<file path="src/rtl/mips_pkg.sv">
// ============================================================================
// mips_pkg
// Shared types and constants for the MIPS fetch stage and main control.
// Rev 1.0 - initial release
// ============================================================================
`default_nettype none

package mips_pkg;

  // Datapath field widths
  localparam int WORD_W = 32;
  localparam int IMM_W  = 16;
  localparam int JIDX_W = 26;

  // Opcodes decoded by main control from IR[31:26]
  localparam logic [5:0] OP_RTYPE = 6'b000000;
  localparam logic [5:0] OP_LW    = 6'b100011;
  localparam logic [5:0] OP_SW    = 6'b101011;
  localparam logic [5:0] OP_BEQ   = 6'b000100;
  localparam logic [5:0] OP_J     = 6'b000010;

  // Fetch sequencer states
  typedef enum logic [1:0] {
    IDLE = 2'd0,
    REQ  = 2'd1,
    EXEC = 2'd2
  } fetch_state_e;

  // Word-aligned, sign-extended branch displacement
  function automatic logic [WORD_W-1:0] branch_offset(input logic [IMM_W-1:0] imm);
    return {{(WORD_W-IMM_W-2){imm[IMM_W-1]}}, imm, 2'b00};
  endfunction

endpackage

`default_nettype wire

</file>
<file path="src/rtl/mips_next_pc.sv">
// ============================================================================
// mips_next_pc
// Combinational next-PC selection: jump, taken beq, or sequential.
// Rev 1.0 - initial release
// ============================================================================
`default_nettype none

module mips_next_pc
  import mips_pkg::*;
(
  input  logic [WORD_W-1:0] pc_i,
  input  logic [JIDX_W-1:0] jidx_i,     // IR[25:0]; IR[15:0] is the beq immediate
  input  logic              J_i,
  input  logic              B_i,
  input  logic              Zero_i,
  output logic [WORD_W-1:0] pc_plus4_o,
  output logic [WORD_W-1:0] next_pc_o
);

  logic [WORD_W-1:0] w_br_target;
  logic [WORD_W-1:0] w_j_target;

  // Sequential address and both candidate targets; all sums wrap mod 2^32
  always_comb begin
    pc_plus4_o  = pc_i + 32'd4;
    w_br_target = pc_plus4_o + branch_offset(jidx_i[IMM_W-1:0]);
    w_j_target  = {pc_plus4_o[WORD_W-1:WORD_W-4], jidx_i, 2'b00};
  end

  // Jump outranks branch; branch needs Zero to be taken
  always_comb begin
    next_pc_o = pc_plus4_o;
    if (J_i) begin
      next_pc_o = w_j_target;
    end else if (B_i && Zero_i) begin
      next_pc_o = w_br_target;
    end
  end

endmodule

`default_nettype wire

</file>
<file path="src/rtl/mips_fetch_unit.sv">
// ============================================================================
// mips_fetch_unit
// Instruction fetch stage: PC, imem req/ready handshake, IR, next-PC commit,
// and a sticky timeout flag for a memory that never answers.
// Rev 1.0 - initial release
// ============================================================================
`default_nettype none

module mips_fetch_unit
  import mips_pkg::*;
#(
  parameter logic [31:0] RESET_PC = 32'h0000_0000,
  parameter int          TIMEOUT  = 16
) (
  input  logic        clk,
  input  logic        rst,
  input  logic        J,
  input  logic        B,
  input  logic        Zero,
  input  logic        exec_done,
  output logic        imem_req,
  output logic [31:0] imem_addr,
  input  logic [31:0] imem_rdata,
  input  logic        imem_ready,
  output logic [31:0] instr,
  output logic        instr_valid,
  output logic [31:0] pc,
  output logic [31:0] pc_plus4,
  output logic        imem_err
);

  // TIMEOUT is at most 255, so 8 bits always hold TIMEOUT-1
  localparam int         CNT_W    = 8;
  localparam logic [7:0] CNT_LAST = CNT_W'(TIMEOUT - 1);
  // Low address bits are forced to zero so the PC can never be misaligned
  localparam logic [31:0] PC_INIT = {RESET_PC[31:2], 2'b00};

  fetch_state_e      state_q, state_d;
  logic [31:0]       pc_q, pc_d;
  logic [31:0]       ir_q, ir_d;
  logic              valid_q, valid_d;
  logic              err_q, err_d;
  logic [CNT_W-1:0]  cnt_q, cnt_d;
  logic [31:0]       next_pc;

  mips_next_pc u_next_pc (
    .pc_i       (pc_q),
    .jidx_i     (ir_q[JIDX_W-1:0]),
    .J_i        (J),
    .B_i        (B),
    .Zero_i     (Zero),
    .pc_plus4_o (pc_plus4),
    .next_pc_o  (next_pc)
  );

  // State and datapath registers; reset abandons any fetch in flight
  always_ff @(posedge clk or posedge rst) begin
    if (rst) begin
      state_q <= IDLE;
      pc_q    <= PC_INIT;
      ir_q    <= 32'h0000_0000;
      valid_q <= 1'b0;
      err_q   <= 1'b0;
      cnt_q   <= '0;
    end else begin
      state_q <= state_d;
      pc_q    <= pc_d;
      ir_q    <= ir_d;
      valid_q <= valid_d;
      err_q   <= err_d;
      cnt_q   <= cnt_d;
    end
  end

  // Sequencer: IDLE -> REQ (wait for ready, count toward timeout) -> EXEC (wait retire)
  always_comb begin
    state_d  = state_q;
    pc_d     = pc_q;
    ir_d     = ir_q;
    valid_d  = valid_q;
    err_d    = err_q;
    cnt_d    = cnt_q;
    imem_req = 1'b0;
    case (state_q)
      IDLE: begin
        state_d = REQ;
      end
      REQ: begin
        imem_req = 1'b1;
        if (imem_ready) begin
          ir_d    = imem_rdata;
          valid_d = 1'b1;
          cnt_d   = '0;
          state_d = EXEC;
        end else if (cnt_q == CNT_LAST) begin
          // Request is held, not retried; counter parks at its limit
          err_d = 1'b1;
        end else begin
          cnt_d = cnt_q + 8'd1;
        end
      end
      EXEC: begin
        if (exec_done) begin
          pc_d    = next_pc;
          valid_d = 1'b0;
          state_d = REQ;
        end
      end
      default: begin
        state_d = IDLE;
      end
    endcase
  end

  assign imem_addr   = pc_q;
  assign pc          = pc_q;
  assign instr       = ir_q;
  assign instr_valid = valid_q;
  assign imem_err    = err_q;

endmodule

`default_nettype wire

</file>
<file path="config.mk">
export PLATFORM = sky130hd
export DESIGN_NAME = mips_fetch_unit
export DESIGN_NICKNAME = d
export VERILOG_FILES = /design/src/rtl/mips_pkg.sv /design/src/rtl/mips_next_pc.sv /design/src/rtl/mips_fetch_unit.sv
export SDC_FILE = /design/constraint.sdc
export NUM_CORES = 1
export LEC_CHECK = 0
export CORE_MARGIN = 8
export CORE_UTILIZATION = 40
export CTS_BUF_LIST = sky130_fd_sc_hd__clkbuf_4 sky130_fd_sc_hd__clkbuf_8
export DETAILED_ROUTE_END_ITERATION = 6
export GPL_TIMING_DRIVEN = 0
export PLACE_DENSITY = 0.69
export SLEW_MARGIN = 10
export SYNTH_ARGS = -nofsm -noshare
export SYNTH_HDL_FRONTEND = slang
export SYNTH_HIERARCHICAL = 1
export SYNTH_SLANG_ARGS = --single-unit
</file>
<file path="constraint.sdc">
create_clock -name clk -period 5.44 [get_ports clk]
set_input_delay 1.36 -clock clk [delete_from_list [all_inputs] [get_ports clk]]
set_output_delay 1.36 -clock clk [all_outputs]
set_load 0.1 [all_outputs]
</file>
Word-level counts from Yosys, hierarchy flattened

Cells that the tools add are included.

Bits of input ports: 39
Flip-flop bits (word level): 76
Logic and storage cells: 36
Output and inout bits: 131

Multiplexer cells: 11
Reduce and logical (&&, ||, !) cells: 9
Bitwise operators: 1
$add $sub $neg: 3
Eq/ne operators: 6

Operators with widths:

| operator              | count |
|---|---|
| $mux 32               | 2 |
| $add 32x3->32 const B | 1 |
| $add 32x32->32        | 1 |
| $mux 8                | 2 |
| $add 8x1->8 const B   | 1 |
| $eq 8x4->1 const B    | 1 |
| $reduce_and 2->1      | 4 |
| $ne 2x2->1 const B    | 3 |
| $pmux 2 s3            | 1 |
| $reduce_and 3->1      | 2 |
| $mux 2                | 2 |
| $mux 1                | 3 |
| $eq 2x1->1 const B    | 1 |
| $eq 2x2->1 const B    | 1 |
| $logic_not 2->1       | 1 |
| $pmux 1 s2            | 1 |
| $reduce_bool 2->1     | 1 |
| $logic_and 1x1->1     | 1 |
| $not 1->1             | 1 |

Longest topological paths before layout

Gate-level depths: netlist of run 1.

Depth in word-level cells: 4
Gate-level depth with buffers: 18
Gate-level depth less buffers: 18

Hierarchy

Netlist of run 1, hierarchy kept.

By module, submodules not included:

| module          | seq. area each (µm²) | area each (µm²) | times used | cells an instance |
|---|---|---|---|---|
| mips_fetch_unit | 1901.8               | 3229.3          | 1          | 230 |
| mips_next_pc    | 0.0                  | 2645.0          | 1          | 389 |

Least setup slack after synthesis of run 1

OpenSTA, ideal clock, no wires.

Kind: register to register
Start point: reg pc_q[2] (netlist: imem_addr[2])
End point: reg pc_q[27] (netlist: imem_addr[27])
Required time: 5314 ps
Arrival time: 6133 ps
Setup slack: -819 ps
Setup time: 126 ps
Stages on the path, launching flop included: 19
Buffers on the path: 0
Cells stage by stage: dfrtp_1 ha_1 and3_1 nor2b_1 and3_1 nand3_1 xnor2_1 ha_1 and2_1 or2_1 a21o_1 a21oi_1 o21ai_0 a41o_1 a211oi_1 o31ai_1 xnor2_1 a211oi_1 mux2_2

Word-level cells in the longest chain between the ends: 4

RTL lines:

| element                | line                  | text |
|---|---|---|
| start, declared        | mips_fetch_unit.sv:39 | `logic [31:0] pc_q, pc_d;` |
| start signal, assigned | mips_fetch_unit.sv:67 | `pc_q <= pc_d;` |
| $add 32x3->32          | mips_next_pc.sv:25    | `pc_plus4_o = pc_i + 32'd4;` |
| named net pc_plus4[16] | mips_fetch_unit.sv:28 | `output logic [31:0] pc_plus4,` |
| $add 32x32->32         | mips_next_pc.sv:26    | `w_br_target = pc_plus4_o + branch_offset(jidx_i[IMM_W-1:0]);` |
| $mux 32                | mips_next_pc.sv:35    | `end else if (B_i && Zero_i) begin` |
| $mux 32                | mips_next_pc.sv:33    | `if (J_i) begin` |
| named net next_pc[27]  | mips_fetch_unit.sv:44 | `logic [31:0] next_pc;` |

The timed path passes the listed nets, and every way through them passes these cells.
A chain may end at the register's enable or synchronous reset.

Worst setup path in the final report of run 1

Start point: reg pc_q[4] (netlist: imem_addr[4])
End point: out pc_plus4[23]

Word-level cells in the longest chain between the ends: 1

RTL lines:

| element       | line |
|---|---|
| $add 32x3->32 | mips_next_pc.sv:25 |
| end, declared | mips_fetch_unit.sv:28 |

No other way between the ends.

==> results of run 1 <==
-- registers in the layout, summed over array words and instances (netlist names) --
signal and count:
cnt_q 8, instr 32, state_q 2, imem_addr 32
imem_err 1, instr_valid 1
-- cell usage after synthesis, drive strengths merged (2+ instances only) --
| cell | instances |
|---|---|
| dfrtp | 76 |
| mux2 | 71 |
| a21oi | 50 |
| buf | 43 |
| nand2 | 43 |
| ha | 37 |
| xnor2 | 37 |
| nor2 | 35 |
| o21ai | 30 |
| a21o | 17 |
| nand3 | 16 |
| nand4 | 15 |
| xor2 | 15 |
| a211oi | 14 |
| clkbuf | 13 |
| inv | 13 |
| and2 | 10 |
| and3 | 9 |
| nor2b | 9 |
| nor3 | 8 |
| nand2b | 5 |
| o21a | 5 |
| a31oi | 4 |
| o31ai | 4 |
| a221o | 3 |
| a221oi | 3 |
| a2bb2oi | 3 |
| mux2i | 3 |
| o21bai | 3 |
| or3 | 3 |
| a21boi | 2 |
| and4 | 2 |
| nand3b | 2 |
| nor4b | 2 |
| o211a | 2 |
| o211ai | 2 |
| or2 | 2 |
-- layout make-up --
type | count | area, sq um
flip-flops and latches | 76 | 1900
clock inverters | 6 | 73.8
repair buffers | 169 | 1700
fillers | 1269 | 6110
clock buffers | 10 | 131
inverters | 13 | 51.3
well taps | 184 | 230
multi-input cells | 474 | 3860
plain buffers | 56 | 355
-- per-stage QoR --
stage          setup slack [ns]  hold slack (ns)  instance area [sq um]
4_1_cts                  0.0459            0.478                   8320
5_1_grt                   0.116            0.494                   8310
2_1_floorplan            0.0104            0.465                   6170
3_5_place_dp            0.00421            0.456                   8110
6_report                  0.284            0.472                   8310
3_3_place_gp             0.0553            0.446                   8080
-- cells by family (layout without fill, tap and decap cells) --
kind of cell    Yosys count  count (layout)  share of synthesized area
mux                      74              74                      0.141
fa+ha+maj                38              38                     0.0822
xor+xnor                 52              52                     0.0775
compound gates          147             147                      0.164
flops                    76              76                      0.324
buf+inv                  69             254                     0.0688
simple gates            163             163                      0.142
-- final timing paths --
| path | start | to | slack, ns | depth (start not counted) |
|---|---|---|---|---|
| max in group asynchronous | rst | imem_addr[10] | 3.59 | 3 |
| min | imem_err | imem_err | 0.47 | 1 |
| min in group asynchronous | rst | instr[29] | 1.26 | 2 |
| min reg2reg | imem_err | imem_err | 0.47 | 1 |
| max | imem_addr[4] | pc_plus4[23] | 0.28 | 7 |
| max reg2reg | imem_addr[2] | imem_addr[25] | 0.55 | 18 |
-- repair_timing --
action | 4_1_cts | 5_1_grt
pin swaps | 0 | 0
hold endpoints to repair | 0 | 0
endpoints found under the setup margin | 5 | 9
gates resized for setup | 9 | 10
-- routing by layer --
metal | up-vias | wire length [microns]
met5 | - | 0
met4 | 0 | 379
met3 | 25 | 1350
met2 | 180 | 9050
met1 | 2661 | 7810
li1 | 2556 | -
==> flow_summary.toml, run 1 <==
[global_routing]
grt.busiest_layer = "met2"
grt_max_degree = 62
first_global_vias = 5569
antenna_found_initial = 0
grt_pass1_wl_microns = 29700
grt.overflow.total = 0
grt_use_met2 = 0.329
grt_util_met3 = 0.0558
use_met1 = 0.247
grt_use_total = 0.201

[yosys]
yosysWarnings = 6
ys_types = 61
synthCells = 619
syn_area_sq_um = 5870
syn_avg_cell_area_sq_um = 9.49
synth-edff-count = 0
synth.top_cell.area_share = 0.324
yosysTopAreaCell = "dfrtp_1"
ys_seq_area_frac = 0.324
async_flop_share = 1.00
synthFlopType = "dfrtp_1"
synthTopCellsByArea = "dfrtp_1 32%, mux2_2 13%, ha_1 7.9%, xnor2_1 5.5%, buf_4 4.3%"
ys_ff_latch = 76
synth_fp_nets = 696

[critical_path]
critical_path_class = "reg2out"
worstPathRequired_ns = 4.08
max_stage_delay_ns = 1.20
crit_top_cell = "and3_1"
cp.arrival_ns = 3.80
crit_fanout = 7
path_cells = "and3_1, and3_1, nand2_1, nor4b_2, nand4_1, xnor2_2, clkdlybuf4s50_1"
start_kind = "flop"
cpMaxStageDelayCell = "clkdlybuf4s50_1"
cp_num_buf_inv = 1
endpoint_kind = "output port"
cp_top_family = "simple AND/OR/NAND/NOR gates"

[clocking]
clock-sinks = 76
cts_tree = "yes"
ctsHoldBuffers = 0
cts_made_buffers = 9
post_cts_buffers = 0
clock_latency_ns = 0.36
cts-root-buf = "clkbuf_8"
clkSlewWorstSetupHoldPaths_ns = 0.09
htreeDepth = 3
cts_buffer_depth = 2

[sta]
clock.fmax_mhz = 194
finalHoldViolCount = 0
setup_viol = 0
rsz0062_at_grt = "no"
fin_crit_sh = 0.948
worstMarginPinSlew_ns = 1.05
slew_viol_final = 0
fin_crit_ns = 5.16
finClkSkew_ns = 0.00843
fin_tns_setup_ns = 0
slew_headroom = 0.295

[placement]
post-dp-hpwl_microns = 14500
gp_congestion = 0.871
io_buffer_count = 168
dp.cells = 972

[route]
ant_nets = 0
drt_wl_total_microns = 18600
drt-pass1-iter-count = 5
num_vias = 5422
via_per_inst = 5.49
wl_per_cell_microns = 18.8
drt_iter0_drc = 279
remaining_drc_errors = 0

[cells_and_area]
nNetsFinal = 876
n_antenna_cell = 0
area_growth_pct = 41.5
layout-drive-gt1-share = 0.223
final_cells = 988
layout_common_cells = "160 x clkdlybuf4s50_1, 74 x dfrtp_1, 70 x mux2_2, 49 x a21oi_1, 42 x nand2_1"
final_common_cell = "clkdlybuf4s50_1"
fin_util = 0.576

[status]
status = "finished clean"

[job]
drv_cap = 0

[floorplan]
num_io_pins = 170
die_h_microns = 137
dieArea_sq_um = 18800
std_cell_rows = 44
start_util = 0.407
design.core.area_sq_um = 14400
fp.dieW_microns = 137

[worst_hold_path]
hp-class = "reg2reg"
Power of run 1 is not shown: default switching activity piles up to over one toggle a cycle in this logic, so the estimate is an artifact.
==> inputs of run 2 (changes only) <==
--- a/config.mk
+++ b/config.mk
@@ -10,7 +10,7 @@
 export CTS_BUF_LIST = sky130_fd_sc_hd__clkbuf_4 sky130_fd_sc_hd__clkbuf_8
 export DETAILED_ROUTE_END_ITERATION = 6
 export GPL_TIMING_DRIVEN = 0
-export PLACE_DENSITY = 0.69
+export PLACE_DENSITY = 0.72
 export SLEW_MARGIN = 10
 export SYNTH_ARGS = -nofsm -noshare
 export SYNTH_HDL_FRONTEND = slang
==> constraint.sdc (replaced) <==
create_clock -name clk -period 4.2 [get_ports clk]
set_input_delay 1.05 -clock clk [delete_from_list [all_inputs] [get_ports clk]]
set_output_delay 1.05 -clock clk [all_outputs]
set_load 0.1 [all_outputs]
==> run 2 against run 1 <==
Against the previous run:
- clock skew up 0.0019 ns
- hold slack better by 0.0031 ns
- global-route usage up 0.77 points
- clock-buffer cell count up 1
- via count up 2.1%
- cell area up 8.5%
- sequential share of layout area down 1.6 points
- non-clock buffer count up 29
- setup slack worse by 0.22 ns
==> flow_summary.toml, run 2 (synthesis results as in run 1) <==
[sta]
worstMarginPinSlew_ns = 1.06
fin_crit_sh = 0.986
slew_viol_final = 0
fin_tns_setup_ns = 0
hold_slack_ns = 0.475
layout_setup_ws_ns = 0.0595
slew_headroom = 0.294
finalHoldViolCount = 0
fin_crit_ns = 4.14
setup_viol = 0
finClkSkew_ns = 0.0103
clock.fmax_mhz = 242

[clocking]
cts_made_buffers = 9
cts-root-buf = "clkbuf_8"
cts_buffer_depth = 2
clock-sinks = 76
clkSlewWorstSetupHoldPaths_ns = 0.09
htreeDepth = 3
clock_latency_ns = 0.38
ctsHoldBuffers = 0
cts_tree = "yes"

[cells_and_area]
final_common_cell = "clkdlybuf4s50_1"
fill_cells = 1166
final_cell_area_sq_um = 9020
n_antenna_cell = 0
nNetsFinal = 905
layout-drive-gt1-share = 0.324
area_growth_pct = 53.6
layout_common_cells = "150 x clkdlybuf4s50_1, 69 x mux2_2, 61 x buf_4, 59 x dfrtp_1, 46 x a21oi_1"

[placement]
pre_cts_slack_ns = -0.358
io_buffer_count = 168
post-dp-hpwl_microns = 15100
gp_congestion = 0.863
dpl_cell_area_sq_um = 8470

[critical_path]
endpoint_kind = "flop"
worstPathRequired_ns = 4.47
start_kind = "flop"
critical_path_class = "reg2reg"
r2r_slack_ns = 0.06
cp.arrival_ns = 4.41
crit_fanout = 4

[route]
drt_wl_total_microns = 19700
remaining_drc_errors = 0
ant_nets = 0
num_vias = 5536
drt_iter0_drc = 271
via_per_inst = 5.44
drt-pass1-iter-count = 5
wl_per_cell_microns = 19.4

[floorplan]
die_h_microns = 137
fp.dieW_microns = 137
design.core.area_sq_um = 14400
num_io_pins = 170
dieArea_sq_um = 18800
start_util = 0.407
std_cell_rows = 44

[global_routing]
grt_pass1_wl_microns = 30400
grt_max_degree = 55
antenna_found_initial = 0
grt.overflow.total = 0
grt_use_total = 0.208
first_global_vias = 5550

[job]
drv_cap = 0

[worst_hold_path]
hp-class = "reg2reg"

[status]
status = "finished clean"
-- run 2: cell types whose count changed in the layout (fill, tap and decap cells not counted), sizes merged --
cell and change:
bufinv +2, clkinvlp -2, buf +33, dlymetal6s2s -3
clkbuf -2, clkdlybuf4s50 -10, inv -1, dlygate4sd2 +5
clkdlybuf4s15 +7
-- run 2: path summary, 6_finish.rpt --
path	start	endpoint	cells after the start
max	imem_addr[3]	imem_addr[27]	19
min	imem_err	imem_err	1
max reg2reg	imem_addr[3]	imem_addr[27]	19
min reg2reg	imem_err	imem_err	1
max in group asynchronous	rst	imem_addr[4]	3
min in group asynchronous	rst	imem_addr[9]	2
-- run 2: what timing repair did --
item,in CTS,in global routing
pin swaps,2,16
gates resized for setup,51,18
setup endpoints to repair,24,15
setup buffers,3,26
-- run 2: layer usage --
metal  vias up  global-route usage  wire [microns]
met3        31              0.0602            1400
li1       2620                   -               -
met5         -                   0               0
met2       176               0.346            9800
met1      2709               0.254            8150
met4         0              0.0682             391
-- run 2: layout make-up --
type | instances | area, sq um | share of cell area
Tap cell | 184 | 230 | 0.0255
Clock inverter | 5 | 108 | 0.0119
Sequential cell | 76 | 1920 | 0.213
Clock buffer | 11 | 151 | 0.0168
Multi-Input combinational cell | 474 | 4270 | 0.473
Timing Repair Buffer | 198 | 1940 | 0.215
Inverter | 13 | 51.3 | 0.00569
Buffer | 56 | 357 | 0.0395
-- run 2: per-stage QoR --
| stage | utilization | cells |
|---|---|---|
| floorplan | - | 619 |
| global placement | 0.585 | 971 |
| detailed placement | 0.587 | 972 |
| CTS | 0.606 | 991 |
| global route | 0.625 | 1017 |
| finish | 0.625 | 1017 |
-- run 2: critical path, cell delays in order (launching register included) --
cell and delay, ns:
dfrtp_2 0.42, ha_4 0.16, and3_4 0.19, nor2b_4 0.19
buf_12 0.12, and3_4 0.22, nand3_4 0.10, xnor2_4 0.20
ha_4 0.24, and2_4 0.15, or2_1 0.24, a21o_1 0.19
a21oi_2 0.16, o21ai_1 0.09, a41o_1 0.25, a211oi_2 0.34
o31ai_2 0.12, xnor2_1 0.27, a211oi_2 0.11, mux2_2 0.27
Power of run 2 is left out for the same reason.
==> RTL change: new RTL, config.mk and constraints of run 1 <==
Register the output `imem_err` once more, cleared by the reset; this adds one clock of latency there. The other outputs are not delayed to match.
--- a/src/rtl/mips_fetch_unit.sv
+++ b/src/rtl/mips_fetch_unit.sv
@@ -117,5 +117,11 @@
   assign instr       = ir_q;
   assign instr_valid = valid_q;
-  assign imem_err    = err_q;
+  always_ff @(posedge clk or posedge rst) begin
+    if (rst) begin
+      imem_err <= '0;
+    end else begin
+      imem_err <= err_q;
+    end
+  end
 
 endmodule
Check against the original RTL: no difference found for any inputs over 4 cycles, from zero or initial values and one cycle with rst high; that may be too few to reach the edited logic, so the function may still have changed.
==> RTL change against run 1 <==
Maximum frequency shrank 0.58%. Routed wire length fell by 0.13%. Register-to-register slack got worse by 0.06 ns. Clock skew increased by 0.00096 ns. Non-clock buffer count shrank 3. Area after synthesis rose by 0.23%. Die area up 0.20%. Count of clock-buffer cells in the layout is 1 higher. Cell count shrank 0.61%. Setup slack got worse by 0.030 ns. Sequential cell count grew 1. Design area is 0.44% higher. Critical endpoint unchanged. Largest cell class unchanged.
Power is left out: the tool's default activity adds up to more than one toggle a clock period on the data nets, which glitch-free logic cannot reach.
==> RTL change: results (changes against run 1) <==
.. list-table::
   :header-rows: 1

   * - Metric
     - Value
   * - Count of inserted antenna diode cells
     - 0 (unchanged)
   * - Proportion of register bits with asynchronous set or reset after synthesis
     - 1.00 (unchanged)
   * - Met3 usage
     - 0.0522 (-0.00365)
   * - Placement Rows
     - 44 (unchanged)
   * - Proportion of layout cells with a drive suffix above 1
     - 0.221 (-0.00209)
   * - YS warnings
     - 6 (unchanged)
   * - Path category of the worst min-delay check
     - flip-flop to flip-flop
   * - Nets
     - 870 (-0.68%)
   * - Placer Congestion
     - 0.901 (+3.5%)
   * - Max clock buf depth
     - 2 (unchanged)
   * - Wire length of the first global-routing pass
     - 29,100 um (-2.0%)
   * - Final-layout fill cell count
     - 1,259 (-0.79%)
   * - Clock transition at the registers of the reported paths
     - 0.08 ns
   * - Pre-CTS WS
     - -0.0665 ns (-0.0708 ns)
   * - Detailed router's first-iteration violation count
     - 299 (+7.2%)
   * - Most common library cells after synthesis
     - sky130_fd_sc_hd__dfrtp_1 (77), sky130_fd_sc_hd__mux2_2 (70), sky130_fd_sc_hd__a21oi_1 (49)
   * - Status
     - completed
   * - Final Hold Vio Count
     - 0 (unchanged)
   * - GR met2 Demand/Resource
     - 0.335 (+0.00651)
   * - Transition time at the pin with the least slew margin
     - 1.06 ns (+0.00751 ns)
   * - Via count of the first global-routing pass
     - 5,318 (-4.5%)
   * - Worst Skew
     - 0.00939 ns (+0.000959 ns)
   * - Buffers on Ports
     - 168 (unchanged)
   * - Total clock buffers created by CTS
     - 9 (unchanged)
   * - Met1 GRT Util
     - 0.245 (-0.00239)
   * - Sequential fraction of the synthesis area
     - 0.327 (+0.00349)
   * - Via count
     - 5,356 (-1.2%)
   * - Worst EP arrival
     - 3.83 ns (+0.03 ns)
   * - Maximum number of pins on one net before global-route repair
     - 42 (-32%)
   * - Cell types occupying the most area after synthesis
     - sky130_fd_sc_hd__dfrtp_1 (33%), sky130_fd_sc_hd__mux2_2 (13%), sky130_fd_sc_hd__ha_1 (7.9%)
   * - # H-tree levels
     - 3 (unchanged)
   * - Worst-skew pair later-pin latency
     - 0.37 ns
   * - Setup Fix Bufs, Post-CTS
     - 0 (unchanged)
   * - CTS tree
     - built
   * - Average routed wire per standard cell
     - 18.9 um (+0.48%)
   * - Largest fanout on the critical path
     - 7 (unchanged)
   * - Synthesized netlist net count
     - 690 (-0.86%)
   * - Number of distinct library cells after synthesis
     - 62 (+1.6%)
   * - Antenna violations before repair
     - 0 (unchanged)
   * - HPWL Detailed
     - 14,800 um (+1.4%)
   * - Count of TritonRoute iterations in the first routing pass
     - 5 (unchanged)
   * - Clock root buffer master
     - sky130_fd_sc_hd__clkbuf_8
   * - Global-route total usage across every layer
     - 0.198 (-0.00258)
[RTL change: path summary, 6_finish.rpt]
check | start | end | slack, ns | cells after the start
worst max-delay path | imem_addr[4] | pc_plus4[23] | 0.25 | 7
worst min-delay path | err_q | imem_err | 0.38 | 0
worst max register to register | imem_addr[4] | imem_addr[25] | 0.49 | 18
worst min register to register | err_q | imem_err | 0.38 | 0
max in group asynchronous | rst | instr[7] | 3.48 | 3
min in group asynchronous | rst | instr[30] | 1.36 | 2
[RTL change: per-stage QoR]
stage	setup TNS (ns)	cell area, um2	hold slack (ns)	cells
2_1_floorplan	0	6180	0.348	613
3_3_place_gp	-0.0316	8100	0.362	965
3_5_place_dp	-0.0665	8120	0.365	966
4_1_cts	0	8350	0.376	982
5_1_grt	0	8350	0.388	982
6_report	0	8350	0.376	982
[RTL change: what timing repair did]
action,in CTS,in global routing
gates resized for setup,11,5
hold buffers,0,0
setup endpoints to repair,7,5
[RTL change: per-layer routing]
layer,vias up,share of wire
li1,2535,-
met1,2634,0.42
met2,173,0.50
met3,14,0.067
met4,0,0.012
met5,-,0
[RTL change: cell type report]
| class | instances | share of cell area |
|---|---|---|
| clock inverters | 5 | 0.00989 |
| well taps | 184 | 0.0276 |
| repair buffers | 169 | 0.203 |
| flip-flops and latches | 77 | 0.231 |
| clock buffers | 11 | 0.0181 |
| plain buffers | 53 | 0.0423 |
| inverters | 12 | 0.00569 |
| multi-input cells | 471 | 0.462 |
[RTL change: cell families after synthesis]
| logic type | after synthesis | synth area share |
|---|---|---|
| flip-flops | 77 | 0.327 |
| multiplexers | 74 | 0.141 |
| adder cells (fa/ha/maj) | 38 | 0.0820 |
| buffers and inverters | 65 | 0.0676 |
| AO/OA/AOI/OAI | 149 | 0.167 |
| AND/OR/NAND/NOR | 157 | 0.136 |
| XOR/XNOR | 53 | 0.0788 |
[RTL change: worst max-delay path, cell delays in order, from the launching register on]
cell	delay, ns
sky130_fd_sc_hd__dfrtp_1	0.54
sky130_fd_sc_hd__and3_1	0.22
sky130_fd_sc_hd__and3_1	0.25
sky130_fd_sc_hd__nand2_1	0.17
sky130_fd_sc_hd__nor4b_2	0.58
sky130_fd_sc_hd__nand4_1	0.22
sky130_fd_sc_hd__xnor2_2	0.28
sky130_fd_sc_hd__clkdlybuf4s50_1	1.19
